$ cat src/rtl/fp_add_special_case.sv
// ---------------------------------------------------------------------------
// fp_add_special_case
//   Special-operand classifier for the double-precision FP adder. It decodes
//   the per-operand class flags from unpack and registers three bypass flags
//   for the rounder/packer: infinite result, quiet-NaN result and the IEEE
//   invalid-operation exception.
//
// Ports
//   clk       in   1    system clock, rising edge
//   rst       in   1    synchronous, active-high reset
//   in_valid  in   1    sa/sb/fla/flb valid this cycle
//   sa, sb    in   1    sign of a, effective sign of b (subtract already folded)
//   fla, flb  in   FLW  class flags: [52]=INF [51]=QNAN [50]=SNAN [49]=ZERO
//   out_valid out  1    registered flags below are valid
//   INFs      out  1    result is +/-infinity
//   sINF      out  1    sign of the infinite result (0 when INFs=0)
//   NANs      out  1    result is a quiet NaN
//   INV       out  1    invalid-operation exception
// ---------------------------------------------------------------------------

// Per-operand priority decode: SNAN > QNAN > INF. ZERO and the reserved
// bits never reach here; zeros are resolved in the datapath.
module fp_add_class_dec (
    input  logic [2:0] cls,   // {INF, QNAN, SNAN}
    output logic       snan,
    output logic       qnan,
    output logic       inf
);
    assign snan = cls[0];
    assign qnan = cls[1] & ~cls[0];
    assign inf  = cls[2] & ~cls[1] & ~cls[0];
endmodule

module fp_add_special_case #(
    parameter int FLW = 53
) (
    input  logic           clk,
    input  logic           rst,
    input  logic           in_valid,
    input  logic           sa,
    input  logic           sb,
    input  logic [FLW-1:0] fla,
    input  logic [FLW-1:0] flb,
    output logic           out_valid,
    output logic           INFs,
    output logic           sINF,
    output logic           NANs,
    output logic           INV
);
    localparam int NOPS   = 2;
    localparam int STAGES = 1;

    typedef struct packed {
        logic infs;
        logic sinf;
        logic nans;
        logic inv;
    } res_t;

    logic [NOPS-1:0][FLW-1:0] fl_op;
    logic [NOPS-1:0]          sgn_op;
    logic [NOPS-1:0]          s_op, q_op, i_op;
    logic [STAGES:0]          vld_pipe;
    res_t                     res_d, res_q;

    assign fl_op  = {flb, fla};
    assign sgn_op = {sb, sa};

    // ZERO and reserved bits are deliberately ignored.
    logic unused_fl_bits;
    assign unused_fl_bits = ^{fla[FLW-4:0], flb[FLW-4:0]};

    genvar g;
    generate
        for (g = 0; g < NOPS; g++) begin : g_dec
            fp_add_class_dec u_dec (
                .cls  (fl_op[g][FLW-1:FLW-3]),
                .snan (s_op[g]),
                .qnan (q_op[g]),
                .inf  (i_op[g])
            );
        end
    endgenerate

    always_comb begin
        res_d      = '0;
        // inf - inf (opposite effective signs) or any signalling NaN
        res_d.inv  = (|s_op) | (&i_op & (sgn_op[0] ^ sgn_op[1]));
        res_d.nans = res_d.inv | (|q_op);
        res_d.infs = ~res_d.nans & (|i_op);
        // a is chosen first; when both are inf here their signs agree
        res_d.sinf = res_d.infs & (i_op[0] ? sgn_op[0] : sgn_op[1]);
    end

    assign vld_pipe[0] = in_valid;

    always_ff @(posedge clk) begin
        if (rst) begin
            vld_pipe[STAGES:1] <= '0;
            res_q              <= '0;
        end else begin
            vld_pipe[STAGES:1] <= vld_pipe[STAGES-1:0];
            // flags hold across idle cycles
            if (in_valid) res_q <= res_d;
        end
    end

    assign out_valid = vld_pipe[STAGES];
    assign INFs      = res_q.infs;
    assign sINF      = res_q.sinf;
    assign NANs      = res_q.nans;
    assign INV       = res_q.inv;
endmodule

$ cat config.mk
export PLATFORM = sky130hd
export DESIGN_NAME = fp_add_special_case
export DESIGN_NICKNAME = d
export VERILOG_FILES = /design/src/rtl/fp_add_special_case.sv
export SDC_FILE = /design/constraint.sdc
export NUM_CORES = 1
export LEC_CHECK = 0
export ABC_AREA = 1
export CAP_MARGIN = 30
export CORE_MARGIN = 8
export CORE_UTILIZATION = 11
export CTS_BUF_LIST = sky130_fd_sc_hd__clkbuf_4 sky130_fd_sc_hd__clkbuf_8 sky130_fd_sc_hd__clkbuf_16
export CTS_CLUSTER_SIZE = 12
export DETAILED_ROUTE_END_ITERATION = 8
export GPL_TIMING_DRIVEN = 0
export MAX_ROUTING_LAYER = met4
export PLACE_DENSITY = 0.89
export SLEW_MARGIN = 20
export SYNTH_ARGS = -nofsm -noshare
export SYNTH_HDL_FRONTEND = slang
export SYNTH_SLANG_ARGS = --single-unit
export TNS_END_PERCENT = 1
$ cat constraint.sdc
create_clock -name clk -period 0.96 [get_ports clk]
set_input_delay 0.192 -clock clk [delete_from_list [all_inputs] [get_ports clk]]
set_output_delay 0.192 -clock clk [all_outputs]
set_load 0.01 [all_outputs]
==> run summary <==
STA
----------------------------------------------------------------------------------------------------
Slew of the pin with the lowest slew margin                                                 0.227 ns
Fmax achieved                                                                               1.05 GHz
Max Transition Viols Final                                                                         0
Setup repair after global routing missed its margin                                             true
Number of hold violations in the final report                                                      0
Final setup fails                                                                                  0
Worst rel slew slack                                                                           84.9%
Clock period minus final worst setup slack                                                  0.955 ns
Fin crit share                                                                                 99.5%
Clock skew after layout                                                                         0 ns
Summed negative setup slack over all endpoints                                                  0 ns

FINAL LAYOUT
----------------------------------------------------------------------------------------------------
Final instance area                                                                          497 µm²
Final layout net count                                                                           175
# fillers                                                                                        291
Layout cell share with drive strength beyond 1                                                 36.5%
Synthesis-to-layout area growth                                                                72.6%
Diodes inserted                                                                                    0

DETAILED ROUTING
----------------------------------------------------------------------------------------------------
Remaining number of nets flagged by the antenna check after routing                                0
Post-DR vias/cell                                                                               3.51
Drc violations                                                                                     0
Wire length reported by the detailed router                                                   790 µm
Number of optimization iterations in the first detailed-route pass                                 5
Starting DRT DRC Count                                                                            22
Mean routed wirelength per cell                                                              8.49 µm
Overall via count from detail_route                                                              326

GLOBAL ROUTING
----------------------------------------------------------------------------------------------------
Sum of overflow across all layers after global routing                                             0
Total track usage                                                                              3.86%
Largest net degree at the start of global routing                                                  5
Vias in the first global route                                                                   316
Number of antenna violations at the first check in global routing                                  0
First-pass GRT wire length                                                                   1260 µm

JOB
----------------------------------------------------------------------------------------------------
Max-cap violation count                                                                            0

YOSYS
----------------------------------------------------------------------------------------------------
Count of warnings emitted by yosys                                                                 0
Portion of the post-synthesis area used by sequential elements                                 34.8%
Mean post-synth cell area                                                                   6.69 µm²
Netlist area before placement                                                                288 µm²
Total of flip-flops plus latches after synthesis                                                   5
Number of standard cells after synthesis                                                          43
Unique masters post-synth                                                                         16
Synthesized net count                                                                            154

FLOORPLAN
----------------------------------------------------------------------------------------------------
Die outline area                                                                            4510 µm²
Width of the die                                                                             67.2 µm
I/O Pins                                                                                         116
Placeable core area                                                                         2480 µm²
Row count                                                                                         18
Starting density of the core                                                                   11.6%
Die Height                                                                                   67.2 µm

WORST HOLD PATH
----------------------------------------------------------------------------------------------------
Hold Path Sink                                                                                  NANs
Cell depth of the worst hold path                                                                  3
Worst Min Path Start                                                                        in_valid
Min-Delay Path Class                                                                       in -> reg

PLACED DESIGN
----------------------------------------------------------------------------------------------------
DPL Wire Length                                                                               651 µm
Number of buffer cells added on primary ports                                                     15
Post-detailed-placement cell area                                                            475 µm²
Final Wtd Congestion                                                                           0.739

CTS
----------------------------------------------------------------------------------------------------
Number of buffers on the longest clock path                                                        2
Sinks on Clock Net                                                                                 5
Cts bufs inserted                                                                                  3
Root Buffer                                                                             sky130_fd_sc_hd__clkbuf_4
Clock latency reported for the late side of the worst-skew pair                              0.24 ns
Clock tree from TritonCTS                                                                      built
Maximum level of the CTS H-tree                                                                    1
Clock-pin slew reported for the worst setup and hold paths after clock tree synthesis        0.05 ns

SETUP PATH
----------------------------------------------------------------------------------------------------
Startpoint of the lowest-slack register-to-register path                                         INV
Data required time at the worst endpoint                                                     1.14 ns
Crit. End Element                                                                               flop
Critical R2R Capture                                                                             INV
Slack of the worst reg-to-reg path                                                           0.32 ns
Critical-path maximum fanout                                                                       3
Worst Reg-to-Reg Cells                                                                             2
Worst Path Arrival                                                                           1.13 ns
WS Path Type                                                                               in -> reg
Element type at the critical path start                                                   input port

POWER AND IR DROP
----------------------------------------------------------------------------------------------------
Total power density per cell area                                                        1230 nW/µm²
Design Power                                                                              0.000613 W
Worst IR drop on VDD                                                                        0.720 mV
Leakage                                                                                     0.238 nW

OUTCOME
----------------------------------------------------------------------------------------------------
Result of the run                                                                       finished, final reports clean

## final cells by class
type | count | area [µm²] | share of cell area (%)
well taps | 30 | 37.5 | 7.56
clock buffers | 4 | 30.0 | 6.05
multi-input cells | 31 | 181 | 36.5
inverters | 7 | 26.3 | 5.29
repair buffers | 16 | 121 | 24.4
flip-flops and latches | 5 | 100 | 20.2
## cells in the mapped netlist
master,n,area (µm²)
sky130_fd_sc_hd__nand2_1,14,52.6
sky130_fd_sc_hd__dfxtp_1,5,100
sky130_fd_sc_hd__inv_1,4,15.0
sky130_fd_sc_hd__nor2_1,4,15.0
sky130_fd_sc_hd__inv_2,3,11.3
sky130_fd_sc_hd__a21oi_2,2,17.5
sky130_fd_sc_hd__nand3b_1,2,15.0
sky130_fd_sc_hd__a21oi_1,1,5.00
sky130_fd_sc_hd__and2_1,1,6.26
sky130_fd_sc_hd__nand3_1,1,5.00
sky130_fd_sc_hd__nand3_2,1,10.0
sky130_fd_sc_hd__nand4_1,1,6.26
sky130_fd_sc_hd__nor2_2,1,6.26
sky130_fd_sc_hd__nor3_2,1,10.0
sky130_fd_sc_hd__o211ai_1,1,7.51
sky130_fd_sc_hd__o21ai_0,1,5.00
## worst max-delay path, cell delays in order
cell	delay [ns]
sky130_fd_sc_hd__dlygate4sd2_1	0.30
sky130_fd_sc_hd__nor2_2	0.12
sky130_fd_sc_hd__nand2_1	0.09
sky130_fd_sc_hd__a21oi_2	0.17
sky130_fd_sc_hd__buf_4	0.13
sky130_fd_sc_hd__nand2_2	0.05
sky130_fd_sc_hd__a21oi_2	0.10
## power by group
group          total (W)  internal, W  switching, W
Clock           0.000279     0.000186     0.0000931
Sequential      0.000221     0.000218    0.00000342
Combinational   0.000113    0.0000536     0.0000595
Total           0.000613     0.000457      0.000156
## through the flow
step	worst slack [ns]	util, %	cells	hold WS, ns
2_1_floorplan	0.146	-	43	0.254
3_3_place_gp	-0.442	19.2	88	0.455
3_5_place_dp	-0.496	19.2	88	0.457
4_1_cts	-0.0284	19.8	92	0.363
5_1_grt	-0.0696	20.1	93	0.384
6_report	0.00510	20.1	93	0.369
## state kept, by name, indices dropped and copies added, names as in the netlist
register	flops
INV	1
NANs	1
out_valid	1
sINF	1
INFs	1
## logic make-up (layout without fill, tap and decap cells)
| kind of cell | Yosys count | after routing | share of synthesized area (%) |
|---|---|---|---|
| AOI/OAI and AO/OA | 5 | 5 | 12.2 |
| buffers and inverters | 7 | 27 | 9.13 |
| DFF | 5 | 5 | 34.8 |
| and+or+nand+nor | 26 | 26 | 43.9 |
## layout by cell type, fill, tap and decap left out, types with 2 or more instances in the layout
master                          netlist  routed
sky130_fd_sc_hd__nand2_1             14      13
sky130_fd_sc_hd__dlygate4sd2_1        0       9
sky130_fd_sc_hd__dfxtp_1              5       5
sky130_fd_sc_hd__buf_2                0       5
sky130_fd_sc_hd__inv_1                4       4
sky130_fd_sc_hd__clkbuf_4             0       4
sky130_fd_sc_hd__inv_2                3       3
sky130_fd_sc_hd__nor2_2               1       3
sky130_fd_sc_hd__a21oi_2              2       3
sky130_fd_sc_hd__nor2_1               4       2
sky130_fd_sc_hd__nand3b_1             2       2
## timing repair
action | CTS | global route
hold buffers | 0 | 0
gates resized for setup | 33 | 2
endpoints found under the setup margin | 9 | 4
buffers inserted | 0 | 1
pin swaps | 5 | 2
## metal layers
layer / vias up / share of wire [%] / global-route usage (%)
met3: 0 / 16 / 3.81
met2: 22 / 29 / 4.06
met5: - / 0 / -
met4: 0 / 0 / 0.783
met1: 128 / 55 / 4.85
li1: 176 / - / -
## worst max path at each step
stage	start	slack [ns]	to	depth (start not counted)
6_report	fla[50]	0.005	INFs	7
5_1_grt	fla[50]	-0.07	sINF	6
4_1_cts	INV	-0.03	INV	1
3_5_place_dp	fla[50]	-0.50	INFs	8
3_3_place_gp	fla[50]	-0.44	INFs	8
2_1_floorplan	fla[50]	0.15	INFs	7
Note: power is estimated with default switching activity, not from simulation.
